File: src/rtl/a_ctrl_stim_64.sv
// a_ctrl_stim_64: RAM-fed stimulus sequencer with one-vector prefetch; define LOOP_MODE_EN for endless wrap-around passes
module a_ctrl_stim_64 #(
    parameter int DATA_W = 64,
    parameter int ADDR_W = 10
) (
    input  logic              clk_ref,
    input  logic              rst,
    input  logic              start_i,
    input  logic              stop_i,
    input  logic              incr_i,
    input  logic [ADDR_W-1:0] nb_stim_i,
    output logic              mem_rd_o,
    output logic [ADDR_W-1:0] mem_addr_o,
    input  logic [DATA_W-1:0] mem_data_i,
    output logic [DATA_W-1:0] stimu_o,
    output logic              run_o,
    output logic [ADDR_W-1:0] stim_cnt_o,
    output logic [7:0]        loop_cnt_o,
    output logic              done_o
);
    typedef enum logic [2:0] {IDLE, FILL, RUN, PAUSE, DONE} state_t;
`ifdef LOOP_MODE_EN
    localparam bit LOOP = 1'b1;
`else
    localparam bit LOOP = 1'b0;
`endif
    state_t state, state_n;
    logic [ADDR_W-1:0] nb_q, addr_q, cnt_q, lim, addr_n;
    logic [DATA_W-1:0] stimu_q, nxt_q, src;
    logic nxt_v, rd_q, run_q, done_q;
    logic go, take, last, adv, wrap, more, rd;
    always_comb begin
        go      = state == IDLE && start_i;
        take    = state == RUN && incr_i && !stop_i;
        last    = cnt_q == nb_q;
        adv     = take && (LOOP || !last);
        wrap    = take && last && LOOP;
        lim     = go ? nb_stim_i : nb_q;
        more    = LOOP || addr_q < nb_q;
        addr_n  = (LOOP && addr_q == lim - ADDR_W'(1)) ? '0 : addr_q + ADDR_W'(1);
        // a new read is allowed only when its word will have a free slot next cycle
        rd      = (go && nb_stim_i != '0) || (state == FILL && more) ||
                  (state == RUN && !stop_i && more && (take || !(nxt_v || rd_q)));
        src     = rd_q ? mem_data_i : nxt_q;
        state_n = state;
        case (state)
            IDLE:    state_n = go ? (nb_stim_i != '0 ? FILL : DONE) : IDLE;
            FILL:    state_n = RUN;
            RUN:     state_n = stop_i ? PAUSE : (take && last && !LOOP) ? DONE : RUN;
            PAUSE:   state_n = stop_i ? PAUSE : RUN;
            default: state_n = IDLE;
        endcase
    end
    always_ff @(posedge clk_ref) begin
        if (rst) begin
            state   <= IDLE;
            nb_q    <= '0;
            addr_q  <= '0;
            cnt_q   <= '0;
            stimu_q <= '0;
            nxt_q   <= '0;
            nxt_v   <= 1'b0;
            rd_q    <= 1'b0;
            run_q   <= 1'b0;
            done_q  <= 1'b0;
        end else begin
            state  <= state_n;
            rd_q   <= rd;
            run_q  <= state_n == RUN && state != FILL;
            done_q <= state_n == DONE || wrap;
            if (rd)
                addr_q <= addr_n;
            else if (state == DONE)
                addr_q <= '0;
            if (go) begin
                nb_q    <= nb_stim_i;
                cnt_q   <= '0;
                stimu_q <= '0;
            end else if (state == FILL) begin
                stimu_q <= mem_data_i;
                cnt_q   <= ADDR_W'(1);
            end else if (adv) begin
                stimu_q <= src;
                cnt_q   <= last ? ADDR_W'(1) : cnt_q + ADDR_W'(1);
            end
            // park any returning word that was not consumed directly
            if (rd_q && !adv && state != FILL) begin
                nxt_q <= mem_data_i;
                nxt_v <= 1'b1;
            end else if (adv || go) begin
                nxt_v <= 1'b0;
            end
        end
    end
`ifdef LOOP_MODE_EN
    logic [7:0] loop_q;
    always_ff @(posedge clk_ref) begin
        if (rst || go)
            loop_q <= '0;
        else if (wrap && loop_q != 8'hFF)
            loop_q <= loop_q + 8'd1;
    end
    assign loop_cnt_o = loop_q;
`else
    assign loop_cnt_o = '0;
`endif
    assign mem_rd_o   = rd;
    assign mem_addr_o = rd ? addr_q : '0;
    assign stimu_o    = stimu_q;
    assign run_o      = run_q;
    assign stim_cnt_o = cnt_q;
    assign done_o     = done_q;
endmodule
File: config.mk
export PLATFORM = sky130hd
export DESIGN_NAME = a_ctrl_stim_64
export DESIGN_NICKNAME = d
export VERILOG_FILES = /design/src/rtl/a_ctrl_stim_64.sv
export SDC_FILE = /design/constraint.sdc
export NUM_CORES = 1
export LEC_CHECK = 0
export ABC_AREA = 1
export CORE_MARGIN = 5
export CORE_UTILIZATION = 50
export DETAILED_ROUTE_END_ITERATION = 8
export PLACE_DENSITY = 0.82
export SYNTH_ARGS = -nofsm -noshare
export SYNTH_HDL_FRONTEND = slang
export SYNTH_SLANG_ARGS = --single-unit
File: constraint.sdc
create_clock -name clk_ref -period 2.4 [get_ports clk_ref]
set_clock_uncertainty 0.2 [all_clocks]
set_input_delay 0.24 -clock clk_ref [delete_from_list [all_inputs] [get_ports clk_ref]]
set_output_delay 0.24 -clock clk_ref [all_outputs]
set_load 0.01 [all_outputs]
==> summary.txt, run 1 <==
Placed design
  • GP Congestion: between 0.9 and 1
  • Placed cell areas: roughly 10000 um2
  • Hpwl dp: between 10000 and 15000 um
  • Input/output buffers: about 170

Pwr
  • Cell-internal power: 5.23 mW
  • Psw: roughly 2.2 mW
  • Sequential cell fraction of total power: between 40% and 50%
  • LEAKAGE: 4.98 nW
  • Comb pwr share: 23.7%
  • Peak supply drop: 0.500 mV
  • Power per cell area: 657 nW/um2
  • Net Sw Frac: 29.9%
  • Overall Power: approximately 7.5 mW
  • Clock Power Share: 35.9%

Global routing
  • Initial antenna violation count: 0
  • Total Routing Usage GR: a little under a quarter
  • Pin count of the biggest net entering global routing: 136
  • Number of global-route vias before repair: 8037
  • First-pass GRT wire length: 38200 um
  • GR Overflow Total: 0

Min path
  • Hold Crit Class: flip-flop to flip-flop
  • Hold Crit Depth: 2

Detailed routing
  • Drt initial violations: 654
  • DRC: 0
  • Final antenna-violating net count: 0
  • Routed vias/inst: about 5.1
  • Via count: 8646
  • Post-Route WL: ~24000 um
  • DRT Pass-1 Iters: 5
  • Wirelength per Cell: roughly 14 um

Clocking
  • # clock sinks: approximately 170
  • Number of CTS-inserted buffers: 17
  • CTS tree: yes
  • Hold Buf Count CTS: 0
  • Latest clock arrival within the worst-skew pair: 420 ps
  • Clock Pin Slew Worst Setup and Hold Paths: roughly 60 ps
  • Longest Clk Path Bufs: 2
  • H-tree depth: 4
  • Clock root buffer: clkbuf_16

Logic synthesis
  • Synth Warn #: 0
  • Gate Count Post-Synth: 1305
  • Synth cell types: 30
  • Avg Synthesized Cell Area: 6.51 um2
  • Asr flop ratio synth: 0%
  • Synthesis-stage register bit count: 165
  • Synth Flop Type: dfxtp_1
  • EDFF count, synth: 0
  • Post-synthesis sequential area ratio: between 30% and 40%
  • Cell Area, Synth: 8490 um2

Layout
  • Layout Nets: 1552
  • Share of layout cells above drive strength 1: a little under an eighth
  • Commonest non-fill, non-tap cell in the layout: nand2_1
  • Most frequent cells in the layout: 319 x nand2_1, 205 x inv_1, 154 x clkdlybuf4s50_1
  • N_diodes: 0
  • Fin util: 68.2%
  • Synth-to-Final Area Change: 33.6%
  • Fin area: roughly 11000 um2
  • Fill cells: 1448

Die
  • Total core area: 16600 um2
  • Die ar.: 19700 um2
  • Top Ports: 174
  • # rows: 47
  • Height of the chip: 140 um
  • Starting Density: roughly half
  • Die span in x: approximately 140 um

Worst setup path
  • Critical Setup Path Class: flip-flop to output port
  • Worst EP arrival: 2040 ps
  • CP startpoint kind: flip-flop
  • CP required: between 1500 and 2000 ps
  • Worst-path fanout max: 7
  • Reg2Reg Depth: 15
  • Most frequent CP cell: nand2_2
  • Crit path max-delay cell type: dfxtp_2
  • Crit. End Element: output port
  • CP cell instances: inv_2 > ha_4 > nand2_2 > inv_1 > o21bai_1 > nand2_1 > a21oi_2 > nand2_2 > nand2_4 > inv_4 > buf_8 > nor2_2 > buf_2
  • Worst path max stage delay: 340 ps

Run
  • Max capacitance violation total: 0

Timing
  • Fmax: 402 MHz
  • Final period utilization: 104%
  • Setup TNS: -492 ps
  • Fin. max-slew vios: 0
  • Final setup violating endpoints: 10
  • Final Hold Fails: 0
  • RSZ-0062 raised after global routing: yes
  • Normalized max-slew margin: 47.8%
  • Slew @ Worst Pin: between 700 and 800 ps
  • Minimum clock period: around 2500 ps
  • Worst setup slack after layout: -84.7 ps

Status
  • Status: finished with violations
  • Failing checks: setup timing
## cell usage after synthesis (2+ instances only)
cell type  number  area, um2
nand2_1       326       1220
inv_1         212        796
dfxtp_1       165       3300
nor2_1        101        379
a21oi_1        98        490
nand3_1        82        410
nand4_1        81        507
o21ai_0        80        400
clkbuf_1       36        135
buf_2          27        135
inv_2          20       75.1
buf_4          13       97.6
buf_1          11       41.3
ha_1           11        138
xor2_1         10       87.6
buf_6           8       90.1
nor3_1          5       25.0
xnor2_1         4       35.0
o21ai_1         2       10.0
o21bai_1        2       15.0
or2_2           2       12.5
## logic make-up after synthesis
| family | synth area share, % |
|---|---|
| flip-flops | 38.9 |
| buffers and inverters | 16.1 |
| other | 0.0442 |
| AO/OA/AOI/OAI | 10.9 |
| XOR/XNOR | 1.44 |
| adder cells (fa/ha/maj) | 1.62 |
| AND/OR/NAND/NOR | 31.0 |
## layout make-up
type / count / area (um2) / share of cell area [%]
Inverter: 232 / 873 / 7.70
Sequential cell: 165 / 3320 / 29.2
Tap cell: 220 / 275 / 2.43
Timing Repair Buffer: 226 / 2280 / 20.1
Clock buffer: 20 / 447 / 3.94
Clock inverter: 12 / 130 / 1.15
Multi-Input combinational cell: 820 / 4020 / 35.5
## per-stage QoR
step	setup WS, ps	instances	hold slack [ps]
3_3_place_gp	-139	1653	263
6_report	-84.7	1695	267
3_5_place_dp	-179	1653	269
4_1_cts	-61.0	1696	265
2_1_floorplan	279	1312	109
5_1_grt	-199	1695	292
## per-layer routing
layer	up-vias	wire, um	GRT usage [%]
li1	4379	-	-
met1	3890	10100	29.6
met2	335	11400	38.5
met3	42	1710	4.40
met4	0	407	9.28
met5	-	0	0
## what timing repair did
action,CTS,global route
pin swaps,16,8
endpoints found under the hold margin,0,0
endpoints found under the setup margin,11,64
resized for setup,76,35
cloned,0,1
setup buffers,11,1
## registers in the layout, indices dropped and copies added (netlist names)
| register | flops |
|---|---|
| nxt_q | 64 |
| rd_q | 1 |
| stim_cnt_o | 10 |
| stimu_o | 64 |
| state | 3 |
| nb_q | 10 |
| run_o | 1 |
| done_o | 1 |
| nxt_v | 1 |
| addr_q | 10 |
## path summary, 6_finish.rpt
path | endpoint | slack [ps] | start
min reg2reg | nb_q[4]$_SDFFE_PP0P_ | 270 | nb_q[4]$_SDFFE_PP0P_
max reg2reg | addr_q[8]$_SDFFE_PP0P_ | 120 | nb_q[7]$_SDFFE_PP0P_
min | nb_q[4]$_SDFFE_PP0P_ | 270 | nb_q[4]$_SDFFE_PP0P_
max | mem_addr_o[3] | -80 | nb_q[7]$_SDFFE_PP0P_
## power by group through the flow
stage	combinational [mW]	sequential (mW)	clock (mW)
floorplan	1.06	3.08	0
global placement	1.63	3.06	0
detailed placement	1.66	3.07	0
CTS	1.72	3.01	2.73
global route	1.97	3.03	2.84
finish	1.77	3.01	2.68
## critical path, delay by kind of cell, from the launching register on
kind                     cells  cell delay, ps
AND/OR/NAND/NOR              5             420
buffers and inverters        5             400
flip-flops                   1             340
AO/OA/AOI/OAI                2             260
adder cells (fa/ha/maj)      1             210
No activity file was read; power rests on OpenSTA's default activity.
==> run 2: changes to the inputs <==
--- a/config.mk
+++ b/config.mk
@@ -6,6 +6,7 @@
 export NUM_CORES = 1
 export LEC_CHECK = 0
 export ABC_AREA = 1
+export ABC_CLOCK_PERIOD_IN_PS = 2400
 export CORE_MARGIN = 5
 export CORE_UTILIZATION = 50
 export DETAILED_ROUTE_END_ITERATION = 8
==> results of run 2 <==
Same layout as run 1: the final DEF is identical, and so are final timing and power.
==> run 3: changes to the inputs <==
--- a/config.mk
+++ b/config.mk
@@ -10,6 +10,7 @@
 export CORE_MARGIN = 5
 export CORE_UTILIZATION = 50
 export DETAILED_ROUTE_END_ITERATION = 8
+export GPL_ROUTABILITY_DRIVEN = 1
 export PLACE_DENSITY = 0.82
 export SYNTH_ARGS = -nofsm -noshare
 export SYNTH_HDL_FRONTEND = slang
==> results of run 3 <==
Same layout as run 1: the final DEF is identical, and so are final timing and power.
